[config.mk]
export PLATFORM = sky130hd
export DESIGN_NAME = awg_cmd_ctrl
export DESIGN_NICKNAME = d
export VERILOG_FILES = /design/src/rtl/awg_cmd_ctrl.sv
export SDC_FILE = /design/constraint.sdc
export NUM_CORES = 1
export LEC_CHECK = 0
export BUFFER_PORTS_ARGS = -buffer_cell sky130_fd_sc_hd__buf_2
export CAP_MARGIN = 20
export CORE_AREA = 2 2 85 87
export CTS_CLUSTER_SIZE = 10
export DETAILED_ROUTE_END_ITERATION = 8
export DIE_AREA = 0 0 87 89
export PLACE_DENSITY = 0.8
export SYNTH_ARGS = -nofsm -noshare
export SYNTH_HDL_FRONTEND = slang
export SYNTH_SLANG_ARGS = --single-unit
[constraint.sdc]
create_clock -name clk -period 3.6 [get_ports clk]
set_input_delay 0.54 -clock clk [delete_from_list [all_inputs] [get_ports clk]]
set_output_delay 0.54 -clock clk [all_outputs]
set_load 0.02 [all_outputs]
[src/rtl/awg_cmd_ctrl.sv]
// AWG control-state registers driven by the UART byte stream: decimal arguments followed by a
// command letter set waveform, frequency, amplitude and phase; sweep_tick steps the frequency.
module awg_cmd_ctrl #(
  parameter int unsigned NUM_WAVES  = 5,
  parameter int unsigned SEL_W      = 5,
  parameter int unsigned FREQ_W     = 12,
  parameter int unsigned FREQ_MIN   = 1,
  parameter int unsigned FREQ_MAX   = 4095,
  parameter int unsigned FREQ_DEF   = 1,
  parameter int unsigned SWEEP_STEP = 100,
  parameter int unsigned AMP_W      = 3,
  parameter int unsigned AMP_MAX    = 7,
  parameter int unsigned AMP_DEF    = 4,
  parameter int unsigned PHASE_W    = 8,
  parameter int unsigned PHASE_DEF  = 50,
  parameter int unsigned ACC_W      = 16
) (
  input  logic               clk,
  input  logic               rst_n,
  input  logic [7:0]         cmd,
  input  logic               rd,
  input  logic               sweep_tick,
  output logic [SEL_W-1:0]   wave_sel,
  output logic [FREQ_W-1:0]  freq_word,
  output logic [AMP_W-1:0]   amp_sel,
  output logic [PHASE_W-1:0] phase_off,
  output logic               sweep_en,
  output logic               cmd_ok,
  output logic               cmd_err
);

  localparam int unsigned MulW = ACC_W + 4;
  localparam int unsigned SumW = FREQ_W + 1;
  localparam logic [MulW-1:0] AccLim = {4'b0000, {ACC_W{1'b1}}};

  localparam logic [7:0] ChF = 8'h46;
  localparam logic [7:0] ChA = 8'h41;
  localparam logic [7:0] ChP = 8'h50;
  localparam logic [7:0] ChW = 8'h57;
  localparam logic [7:0] ChWInc = 8'h77;
  localparam logic [7:0] ChS = 8'h53;
  localparam logic [7:0] ChX = 8'h78;

  typedef enum logic {StIdle, StAccum} state_e;

  state_e            state_q;
  logic [ACC_W-1:0]  acc_q;
  logic              rd_meta_q, rd_sync_q, rd_dly_q;

  logic              byte_stb;
  logic              is_digit;
  logic [MulW-1:0]   acc_mul;
  logic              acc_sat;
  logic [FREQ_W-1:0] freq_clamp;
  logic [AMP_W-1:0]  amp_clamp;
  logic              wave_ok;
  logic [SEL_W-1:0]  wave_inc;
  logic [SumW-1:0]   sweep_sum;
  logic [FREQ_W-1:0] sweep_next;
  logic              freq_load;

  always_comb begin
    byte_stb   = rd_sync_q & ~rd_dly_q;
    is_digit   = (cmd >= 8'h30) && (cmd <= 8'h39);
    acc_mul    = ({4'b0000, acc_q} * MulW'(10)) + MulW'(cmd[3:0]);
    acc_sat    = acc_mul > AccLim;

    if (acc_q < ACC_W'(FREQ_MIN)) begin
      freq_clamp = FREQ_W'(FREQ_MIN);
    end else if (acc_q > ACC_W'(FREQ_MAX)) begin
      freq_clamp = FREQ_W'(FREQ_MAX);
    end else begin
      freq_clamp = acc_q[FREQ_W-1:0];
    end

    amp_clamp  = (acc_q > ACC_W'(AMP_MAX)) ? AMP_W'(AMP_MAX) : acc_q[AMP_W-1:0];
    wave_ok    = acc_q < ACC_W'(NUM_WAVES);
    wave_inc   = (wave_sel == SEL_W'(NUM_WAVES - 1)) ? '0 : wave_sel + 1'b1;

    // Sum kept one bit wider so the FREQ_MAX compare sees the carry.
    sweep_sum  = {1'b0, freq_word} + SumW'(SWEEP_STEP);
    sweep_next = (sweep_sum > SumW'(FREQ_MAX)) ? FREQ_W'(FREQ_DEF) : sweep_sum[FREQ_W-1:0];

    // An accepted 'F' owns freq_word this cycle; a coincident sweep tick is dropped.
    freq_load  = byte_stb && (state_q == StAccum) && (cmd == ChF);
  end

  always_ff @(posedge clk or negedge rst_n) begin
    if (!rst_n) begin
      rd_meta_q <= 1'b0;
      rd_sync_q <= 1'b0;
      rd_dly_q  <= 1'b0;
      state_q   <= StIdle;
      acc_q     <= '0;
      wave_sel  <= '0;
      freq_word <= FREQ_W'(FREQ_DEF);
      amp_sel   <= AMP_W'(AMP_DEF);
      phase_off <= PHASE_W'(PHASE_DEF);
      sweep_en  <= 1'b0;
      cmd_ok    <= 1'b0;
      cmd_err   <= 1'b0;
    end else begin
      rd_meta_q <= rd;
      rd_sync_q <= rd_meta_q;
      rd_dly_q  <= rd_sync_q;
      cmd_ok    <= 1'b0;
      cmd_err   <= 1'b0;

      if (sweep_en && sweep_tick && !freq_load) begin
        freq_word <= sweep_next;
      end

      if (byte_stb) begin
        if (is_digit) begin
          acc_q   <= acc_sat ? {ACC_W{1'b1}} : acc_mul[ACC_W-1:0];
          cmd_err <= acc_sat;
          state_q <= StAccum;
        end else begin
          acc_q   <= '0;
          state_q <= StIdle;
          case (cmd)
            ChF: begin
              if (state_q == StAccum) begin
                freq_word <= freq_clamp;
                cmd_ok    <= 1'b1;
              end else begin
                cmd_err   <= 1'b1;
              end
            end
            ChA: begin
              if (state_q == StAccum) begin
                amp_sel <= amp_clamp;
                cmd_ok  <= 1'b1;
              end else begin
                cmd_err <= 1'b1;
              end
            end
            ChP: begin
              if (state_q == StAccum) begin
                phase_off <= acc_q[PHASE_W-1:0];
                cmd_ok    <= 1'b1;
              end else begin
                cmd_err   <= 1'b1;
              end
            end
            ChW: begin
              if ((state_q == StAccum) && wave_ok) begin
                wave_sel <= acc_q[SEL_W-1:0];
                cmd_ok   <= 1'b1;
              end else begin
                cmd_err  <= 1'b1;
              end
            end
            ChWInc: begin
              if (state_q == StIdle) begin
                wave_sel <= wave_inc;
                cmd_ok   <= 1'b1;
              end else begin
                cmd_err  <= 1'b1;
              end
            end
            ChS: begin
              if (state_q == StIdle) begin
                sweep_en <= ~sweep_en;
                cmd_ok   <= 1'b1;
              end else begin
                cmd_err  <= 1'b1;
              end
            end
            ChX:     cmd_ok  <= 1'b1;
            default: cmd_err <= 1'b1;
          endcase
        end
      end
    end
  end

endmodule

==> flow_summary.ini <==
[worst_setup_path]
worstSetupStartpointType = flop
crit_required_ns = 3.82
r2r_end = acc_q[4]
critPathKind = flop to flop
reg2reg_slack_ns = 0.17
worst-path-max-fanout = 10
end_kind = flop
reg2reg_depth = 13
crit-reg2reg-launch = acc_q[2]
cp.arrival_ns = 3.65

[floorplanning]
start_util_pct = 59.6
die_h_um = 89
num_rows = 30
fp.dieW_um = 87
pin_count = 43
die-area_um2 = 7740
core-area_um2 = 6720

[finish]
nFillCells = 539
syn_to_final_growth_pct = 13.3
seq_area_um2 = 1280
drive_gt1_share_pct = 23.0
finalNetCount = 544
antennaDiodeCount = 0
fin_util_pct = 67.6
multi_input_area_um2 = 2610

[clock_network]
insertion_delay_ns = 0.30
cts.sinks = 51
hold_buffers = 0
cts_tree = yes
clk_pin_slew_ns = 0.09
htree_levels = 2
cts-buffers-inserted = 5
clk_path_buf_depth = 2
cts_root_buffer = clkbuf_8

[logic_synthesis]
syn_nets = 491
syn_inst = 442
syn_area_um2 = 4010
synth_edf_count = 0
synth_warnings = 0
synthArstFlopShare_pct = 100
ys.flop_type = dfrtp_1
ys_types = 68
post-synth-top-area-cell = dfrtp_1
syn_area_per_cell_um2 = 9.07
ys_seq_area_share_pct = 32.0
synth.area.top_cells = dfrtp_1, ha_1, nand2_1
synth_common_cells = dfrtp_1, nand2_1, ha_1, nor2_1, o21ai_0
synth_top_area_share_pct = 28.7
ys_ff_latch = 51

[timing]
relSlewSlack_pct = 35.3
hold_viol_final = 0
setup_viol = 0
skew_ns = 0.00686
fmax_mhz = 292
fin_crit_sh_pct = 95.2
rsz0062_at_grt = no
worstMarginPinSlew_ns = 0.959
fin_hold_ws_ns = 0.0885
layout_min_cycle_time_ns = 3.43
final_max_slew_viol_count = 0
fin_ws_ns = 0.172
tns_ns = 0

[place]
place_congestion = 0.893
dp_hpwl_um = 7460
pre_cts_ws_ns = -0.189
port_buffers = 42

[hold_path]
hold_class = input pin to asynchronous set/reset pin

[route]
drcViolationCount = 0
vias = 3591
viasPerCell = 6.23
drtIter0Drc = 282
drtAntennaViolNets = 0
wl_per_cell_um = 16.9
firstDrtPassIters = 5
drt_wl_total_um = 9760

[pwr]
p_int_w = 0.000901
switching_power_w = 0.000355
seqPwrFrac_pct = 50.9
switching_share_pct = 28.3
leakagePower_nw = 2.16
power.density_nw_per_um2 = 277
pwr-share-clk_pct = 32.8
p_comb_share_pct = 16.4
worst_ir_drop_vdd_v = 0.000265

[global_route]
grt_max_degree = 47
grt_util_all_layers_pct = 26.8
grt_pass1_wl_um = 16700
grt_pass1_vias = 3508
antenna_found_initial = 0
grt.overflow.total = 0

[run]
maxCapViolCount = 0

[run_status]
status = finished, final reports clean
[state kept, by name, indices dropped and copies added, names as in the netlist, 3 cells and up]
register / flops
acc_q: 16
freq_word: 12
phase_off: 8
wave_sel: 5
amp_sel: 3
[cells in the final DEF (no fill, tap or decap), types with 3 or more instances in the layout]
cell type,instances
clkbuf_8,6
a211oi_1,3
a21o_1,4
o21bai_1,3
nand3_2,4
nor3_1,15
xnor2_1,14
nand2b_1,6
and3_1,6
a21oi_1,20
o211ai_2,7
or4_1,4
mux2_2,10
dfrtp_1,46
nor4_1,6
nor2_1,35
buf_2,42
nand4_1,5
or3_1,4
a31oi_1,6
buf_4,15
nor2b_1,6
o211ai_1,3
o21a_1,4
xor2_1,10
dfstp_2,5
nand3_1,16
inv_1,17
nand3b_1,6
nand2_1,46
o311ai_0,6
o22ai_1,6
a221oi_1,3
ha_1,35
or2_2,3
o21ai_0,24
[worst max path at each step]
stage / from / endpoint / slack [ns] / cells after the start
6_report: acc_q[2] / acc_q[4] / 0.17 / 13
5_1_grt: acc_q[1] / acc_q[4] / 0.01 / 14
4_1_cts: acc_q[2] / acc_q[4] / 0.14 / 13
3_5_place_dp: acc_q[2] / acc_q[3] / -0.19 / 11
3_3_place_gp: acc_q[3] / acc_q[3] / -0.03 / 12
2_1_floorplan: acc_q[1] / acc_q[12] / 0.30 / 13
[critical path: stages, from the launching register on]
cell and delay (ns):
dfrtp_1 0.45, ha_1 0.33, inv_1 0.07, fa_1 0.44
nand2b_1 0.22, a21oi_4 0.22, o2111ai_2 0.22, a32oi_1 0.37
a221oi_1 0.17, a311oi_2 0.40, nor3_4 0.10, buf_12 0.15
buf_4 0.13, o211ai_2 0.06
[kinds of logic (layout without fill, tap and decap cells)]
family / after synthesis / after routing / share of synthesized area, %
flip-flops: 51 / 51 / 32.0
multiplexers: 11 / 11 / 3.06
XOR/XNOR: 24 / 24 / 5.25
adder cells (fa/ha/maj): 37 / 37 / 11.9
AND/OR/NAND/NOR: 178 / 178 / 24.5
buffers and inverters: 30 / 84 / 3.15
AO/OA/AOI/OAI: 111 / 111 / 20.1
[per-stage QoR]
step           total power [W]  instances  area (um2)
5_1_grt                0.00132        576        4540
3_5_place_dp          0.000850        562        4340
2_1_floorplan         0.000773        442        4010
3_3_place_gp          0.000844        562        4340
6_report               0.00126        576        4540
4_1_cts                0.00126        575        4510
[power groups by stage]
stage / Sequential [W] / Clock, W / Combinational (W)
after detailed placement: 0.000649 / 0 / 0.000200
after global placement: 0.000647 / 0 / 0.000198
after CTS: 0.000638 / 0.000417 / 0.000202
after floorplan: 0.000672 / 0 / 0.000101
after global routing: 0.000646 / 0.000445 / 0.000228
final: 0.000639 / 0.000412 / 0.000205
[area by class of cell]
cell class | count | share of cell area [%]
well taps | 80 | 2.20
multi-input cells | 361 | 57.6
inverters | 17 | 1.41
clock inverters | 2 | 0.772
flip-flops and latches | 51 | 28.2
repair buffers | 59 | 7.99
clock buffers | 6 | 1.82
[per-layer routing]
| layer | vias to the layer above | global-route usage [%] | share of wire, % | routed length (um) |
|---|---|---|---|---|
| met5 | - | 0 | 0 | 0 |
| met1 | 1713 | 37.3 | 44 | 4260 |
| met4 | 0 | 5.11 | 1.1 | 106 |
| met2 | 118 | 45.0 | 50 | 4860 |
| li1 | 1748 | - | - | - |
| met3 | 12 | 3.88 | 5.4 | 528 |
[what timing repair did]
item                                   in CTS  in global routing
setup endpoints to repair                  10                 13
pin swaps                                   1                  0
endpoints found under the hold margin       0                  0
resized for setup                           0                  2
buffers inserted                            5                  0
Power figures use the tool's default switching activity.
